===== config.mk =====
export PLATFORM = sky130hd
export DESIGN_NAME = counter_timer_flat
export DESIGN_NICKNAME = d
export VERILOG_FILES = /design/src/rtl/counter_timer_if.sv /design/src/rtl/counter_timer.sv /design/src/flat_wrapper.sv
export SDC_FILE = /design/constraint.sdc
export NUM_CORES = 1
export LEC_CHECK = 0
export CORE_MARGIN = 3
export CORE_UTILIZATION = 40
export CTS_BUF_LIST = sky130_fd_sc_hd__clkbuf_8
export CTS_CLUSTER_SIZE = 30
export DETAILED_ROUTE_END_ITERATION = 10
export PLACE_DENSITY_LB_ADDON = 0.05
export SETUP_SLACK_MARGIN = 0.15
export SLEW_MARGIN = 20
export SYNTH_ARGS = -nofsm -noshare
export SYNTH_HDL_FRONTEND = slang
export SYNTH_SLANG_ARGS = --single-unit

===== constraint.sdc =====
create_clock -name clock -period 3.9 [get_ports clock]
set_input_delay 0.78 -clock clock [delete_from_list [all_inputs] [get_ports clock]]
set_output_delay 0.78 -clock clock [all_outputs]
set_load 0.02 [all_outputs]

===== src/rtl/counter_timer_if.sv =====
// counter_timer_if: control and status bundle for counter_timer.
//   master: drives start/stop/tick numbers, observes count/overflow/running/generated_signal.
//   slave : the counter itself.
interface counter_timer_if #(
    parameter int bitwidth = 8
);
    logic                start;
    logic                stop;
    logic [bitwidth-1:0] tick_number_rising_edge;
    logic [bitwidth-1:0] tick_number_falling_edge;
    logic [bitwidth-1:0] count;
    logic                overflow;
    logic                running;
    logic                generated_signal;

    modport master (
        output start, stop, tick_number_rising_edge, tick_number_falling_edge,
        input  count, overflow, running, generated_signal
    );

    modport slave (
        input  start, stop, tick_number_rising_edge, tick_number_falling_edge,
        output count, overflow, running, generated_signal
    );
endinterface


===== src/rtl/counter_timer.sv =====
// counter_timer: one-shot up-counter with a compare-based pulse generator.
//   clock : system clock, rising edge.
//   reset : asynchronous, active-high; clears all state.
//   bus   : counter_timer_if.slave
//     start/stop                 run request (sampled while idle) / synchronous abort
//     tick_number_rising_edge    count value at which generated_signal is set
//     tick_number_falling_edge   count value at which generated_signal is cleared
//     count/overflow/running     registered count, end-of-run pulse, active flag
//     generated_signal           registered compare output
// A run counts 0..counter_overflow-1, then pulses overflow for one cycle.
module counter_timer #(
    parameter int bitwidth         = 8,
    parameter int counter_overflow = 20
) (
    input logic            clock,
    input logic            reset,
    counter_timer_if.slave bus
);
    typedef enum logic {IDLE, RUN} state_t;

    localparam logic [bitwidth-1:0] LAST = bitwidth'(counter_overflow - 1);

    state_t              state, state_next;
    logic [bitwidth-1:0] count_q, count_next;
    logic                overflow_q, overflow_next;
    logic                gen_q, gen_next;

    always_ff @(posedge clock or posedge reset) begin
        if (reset) begin
            state      <= IDLE;
            count_q    <= '0;
            overflow_q <= 1'b0;
            gen_q      <= 1'b0;
        end else begin
            state      <= state_next;
            count_q    <= count_next;
            overflow_q <= overflow_next;
            gen_q      <= gen_next;
        end
    end

    always_comb begin
        state_next    = state;
        count_next    = '0;
        overflow_next = 1'b0;
        gen_next      = gen_q;
        case (state)
            IDLE: begin
                gen_next = 1'b0;
                if (bus.start && !bus.stop) state_next = RUN;
            end
            RUN: begin
                if (bus.stop) begin
                    state_next = IDLE;
                    gen_next   = 1'b0;
                end else if (count_q == LAST) begin
                    // Wrap edge already counts as not running for the comparator.
                    state_next    = IDLE;
                    overflow_next = 1'b1;
                    gen_next      = 1'b0;
                end else begin
                    count_next = count_q + bitwidth'(1);
                    // Falling compare wins when both tick numbers match.
                    if (count_q == bus.tick_number_falling_edge)
                        gen_next = 1'b0;
                    else if (count_q == bus.tick_number_rising_edge)
                        gen_next = 1'b1;
                end
            end
            default: state_next = IDLE;
        endcase
    end

    assign bus.count            = count_q;
    assign bus.overflow         = overflow_q;
    assign bus.running          = (state == RUN);
    assign bus.generated_signal = gen_q;
endmodule


===== src/flat_wrapper.sv =====
// flat-port wrapper written by rule: the top's interface ports become plain ports
module counter_timer_flat 
#(
    parameter int bitwidth         = 8,
    parameter int counter_overflow = 20
)
  (clock, reset, bus_start, bus_stop, bus_tick_number_rising_edge, bus_tick_number_falling_edge, bus_count, bus_overflow, bus_running, bus_generated_signal);
  counter_timer_if #(.bitwidth(bitwidth)) bus_i ();
  input logic clock;
  input logic reset;
  input wire logic [$bits(bus_i.start)-1:0] bus_start;
  input wire logic [$bits(bus_i.stop)-1:0] bus_stop;
  input wire logic [$bits(bus_i.tick_number_rising_edge)-1:0] bus_tick_number_rising_edge;
  input wire logic [$bits(bus_i.tick_number_falling_edge)-1:0] bus_tick_number_falling_edge;
  output wire logic [$bits(bus_i.count)-1:0] bus_count;
  output wire logic [$bits(bus_i.overflow)-1:0] bus_overflow;
  output wire logic [$bits(bus_i.running)-1:0] bus_running;
  output wire logic [$bits(bus_i.generated_signal)-1:0] bus_generated_signal;
  assign bus_i.start = bus_start;
  assign bus_i.stop = bus_stop;
  assign bus_i.tick_number_rising_edge = bus_tick_number_rising_edge;
  assign bus_i.tick_number_falling_edge = bus_tick_number_falling_edge;
  assign bus_count = bus_i.count;
  assign bus_overflow = bus_i.overflow;
  assign bus_running = bus_i.running;
  assign bus_generated_signal = bus_i.generated_signal;
  counter_timer #(.bitwidth(bitwidth), .counter_overflow(counter_overflow)) u_core (.clock(clock), .reset(reset), .bus(bus_i));
endmodule

# After elaboration in Yosys (flattened, before gate mapping)
# Cells that the tools add are included.
# Widths: inputs -> output; s select.
# word_totals
regBits	11
latchBits	0
rom_bits	0
inputBits	20
ram_bits	0
word_cells	27
memories	0
output_inout_bits	11
# op_classes
n_addsub	1
order_cmp	0
multipliers	0
n_shift	0
eq_ne	4
n_reduce_logical	2
n_mux	15
n_div	0
n_bitwise	1
# op_table
op	n
$mux 8	3
$eq 8x8->1	2
$mux 1	10
$add 8x1->8 const B	1
$eq 8x5->1 const B	1
$ne 5x5->1 const B	1
$pmux 1 s2	2
$logic_and 1x1->1	1
$logic_not 1->1	1
$not 1->1	1

# Longest topological paths before layout
# depth
ltp_word	6
mapped_depth	5
ltp_nobuf	5

# Worst setup path before layout
# No wires, ideal clock.
# synth_path
path_kind	input to register
startpoint	input port bus_tick_number_rising_edge[4]
endpoint	register u_core.gen_q, in the netlist u_core.bus.generated_signal
stages	4
path_buffers	0
setup_slack_ns	2.377
t_required_ns	3.813
arrival_ns	1.436
setup_time_ns	0.087
path_cell_list	xor2_1 nor4_2 a21oi_1 a211oi_2
# synth_between
elab_chain_cells	2
# synth_lines
element	line_no	rtl
start: declaration	flat_wrapper.sv:13	input wire logic [$bits(bus_i.tick_number_rising_edge)-1:0] bus_tick_number_rising_edge;
$eq 8x8->1	counter_timer.sv:66	else if (count_q == bus.tick_number_rising_edge)
$ne 5x5->1 (no source line)	--	
end signal: assignment	counter_timer.sv:38	gen_q <= gen_next;
end: declaration	counter_timer.sv:26	logic gen_q, gen_next;
# Every way passes these cells.
# A chain may end at the register's enable or synchronous reset.

# Final worst setup path
# layout_path
startpoint	register u_core.count_q[2], in the netlist u_core.bus.count[2]
endpoint	output port bus_count[2]
# layout_rtl
element	line_no	rtl
start: declaration	counter_timer.sv:24	logic [bitwidth-1:0] count_q, count_next;
start signal: assignment	counter_timer.sv:36	count_q <= count_next;
end: declaration	flat_wrapper.sv:15	output wire logic [$bits(bus_i.count)-1:0] bus_count;
# No word-level cell between the ends.

==> impl_metrics.tcl <==
set metrics [dict create \
    slew_headroom_pct 71.42 \
    syn_nets 93 \
    drt-pass1-iter-count 4 \
    clk_latency_ns 0.23 \
    slowest_delay_ns 0.67 \
    postRouteAntennaNets 0 \
    min_path_cells 1 \
    critPathTopFamily "buffers and inverters" \
    worstHoldStart "u_core.bus.count[0]$_DFF_PP0_" \
    power_density_nw_per_um2 257.0 \
    timing.rr.start "u_core.bus.count[2]$_DFF_PP0_" \
    cap_violations 0 \
    regToRegSetupSlack_ns 2.46 \
    route.detailed.drc 0 \
    grt-ovfl-total 0 \
    grt_setup_unrepaired "false" \
    fin_crit_sh_pct 56.38 \
    critPathBufInv 1 \
    clock_skew_ns 0.0007841 \
    tightest_slew_ns 0.4247 \
    r2r_cells 4 \
    fin_setup_tns_ns 0 \
    p_leak_uw 0.0004849 \
    path_class "register to primary output" \
    dp_hpwl_um 1147 \
    initial_core_util_pct 45.19 \
    worstHoldPathType "register to register" \
    ir_drop_v 0.0002897 \
    wl_um 1425 \
    port_buffers 30 \
    synth-seq-area-share_pct 37.80 \
    synth_edf_count 0 \
    crit_chain "clkdlybuf4s50_1" \
    grt_pass1_wl_um 2532 \
    async_flop_share_pct 100.0 \
    avgViaCountPerCell 4.532 \
    end_kind "primary output" \
    timing.final.ws_setup_ns 1.701 \
    area_growth_pct 45.70 \
    drtIter0Drc 4 \
    cts_buffer_depth 2 \
    max_freq_ghz 0.4548 \
    place.gp.congestion 0.6828 \
    ys.warnings.count 0 \
    setup_viol 0 \
    core_um2 1612 \
    cts_tree "built" \
    grt_usage_pct 13.45 \
    post_drt_wl_per_cell_um 11.49 \
    synth_area_um2 728.2 \
    cp_slowest_cell "clkdlybuf4s50_1" \
    nets 123 \
    cts_resized 0 \
    drive_gt1_share_pct 9.000 \
    rows 14 \
    dieArea_um2 2368 \
    worst-path-stages 1 \
    htreeDepth 1 \
    hold_path_end "u_core.bus.count[0]$_DFF_PP0_" \
    ctsRootBufferMaster "clkbuf_8" \
    synth_area_leaders "dfrtp_1 38%, xor2_1 24%, nor2_1 5.2%" \
    ys_types 22 \
    ios 31 \
    r2r_end "u_core.bus.generated_signal$_DFFE_PP0P_" \
    worst_setup_path_start_kind "register" \
    synth-seq-cells 11 \
    avgSynthCellArea_um2 10.26 \
    pre_cts_slack_ns 1.823 \
    cts-hold-fix-buffers 0 \
    clock_sinks 11 \
    critPathRequiredTime_ns 3.12 \
    cts_made_buffers 3 \
    ys_top_cells_by_count "20 x xor2_1, 11 x dfrtp_1, 10 x nor2_1" \
    period_needed_ns 2.199 \
    die_h_um 48.67 \
    cp_max_fo 8 \
    synth.most_common_cell "xor2_1" \
    syn_inst 71 \
    vias 562 \
    die_x_um 48.67 \
    drv_slew 0 \
    synth_top_area_share_pct 37.80 \
    grt_start_max_net_pins 12 \
    antenna_found_initial 0 \
    hold_viol 0 \
    yosysTopAreaCell "dfrtp_1" \
    post_cts_buffers 0 \
    ys_dominant_reg_cell "dfrtp_1" \
    clkTransAtPathRegs_ns 0.05 \
    arrival_ns 1.42 \
    grt_pass1_vias 533 \
    status "completed" \
    insertedDiodeCount 0 \
]
-- cell families (layout without fill, tap and decap cells) --
| kind of cell | count (synthesis) | count (layout) | share of synthesized area [%] |
|---|---|---|---|
| AOI/OAI and AO/OA | 2 | 2 | 2.405 |
| DFF | 11 | 11 | 37.80 |
| adders and majority gates | 2 | 2 | 3.436 |
| xor gates and xnor gates | 22 | 22 | 26.46 |
| and+or+nand+nor | 27 | 27 | 23.03 |
| buffers and inverters | 7 | 36 | 6.872 |
-- area by class of cell --
cell class	instances	area, um^2
fill	150	550.5
multi-input combinational	53	402.9
timing repair buffer	30	300.3
sequential	11	275.3
clock buffer	3	41.29
tap	24	30.03
inverter	2	7.507
clock inverter	1	3.754
-- per-layer routing --
metal | GRT usage [%] | wire length, um | vias up
met5 | 0 | 0 | -
met4 | 1.422 | 0 | 0
met3 | 4.601 | 91 | 0
met2 | 21.49 | 657 | 18
met1 | 18.06 | 676 | 255
li1 | - | - | 289
-- power by group --
part	leakage [uW]	switching [uW]	internal, uW
Combinational	0.000306	17.4	27.8
Sequential	0.000152	3.97	117
Clock	0.0000269	38.3	68.7
-- per-stage QoR --
stage          util, %  power [uW]  hold slack, ns  cell area (um^2)  std cells
2_1_floorplan        -       139.9          0.6324             728.2         71
3_3_place_gp     63.04       168.1          0.5967              1016        120
3_5_place_dp     63.04       168.1          0.6083              1016        120
4_1_cts          65.84       276.7          0.6157              1061        124
5_1_grt          65.84       285.6          0.6547              1061        124
6_report         65.84       272.7          0.6084              1061        124
-- how the worst max path moves through the flow --
| stage | start | to | slack, ns |
|---|---|---|---|
| detailed placement | bus_tick_number_falling_edge[6] | u_core.bus.generated_signal$_DFFE_PP0P_ | 1.82 |
| finish | u_core.bus.count[2]$_DFF_PP0_ | bus_count[2] | 1.70 |
| global placement | bus_tick_number_falling_edge[6] | u_core.bus.generated_signal$_DFFE_PP0P_ | 1.82 |
| floorplan | bus_tick_number_rising_edge[4] | u_core.bus.generated_signal$_DFFE_PP0P_ | 2.38 |
| global route | u_core.bus.count[2]$_DFF_PP0_ | bus_count[2] | 1.62 |
| CTS | u_core.bus.count[2]$_DFF_PP0_ | bus_count[2] | 1.70 |
-- sequential cells by signal (all words and copies together), names as in the netlist --
| name | count |
|---|---|
| u_core.bus.generated_signal | 1 |
| u_core.bus.count | 8 |
| u_core.bus.running | 1 |
| u_core.bus.overflow | 1 |
-- cell usage in the layout, fill, tap and decap left out, types with 3 or more instances in the layout --
master | netlist | final
clkdlybuf4s50_1 | 0 | 30
xor2_1 | 20 | 20
dfrtp_1 | 11 | 11
nor2_1 | 10 | 10
nand2_1 | 4 | 4
inv_1 | 2 | 3
clkbuf_8 | 0 | 3
No activity file was read; power rests on OpenSTA's default activity.
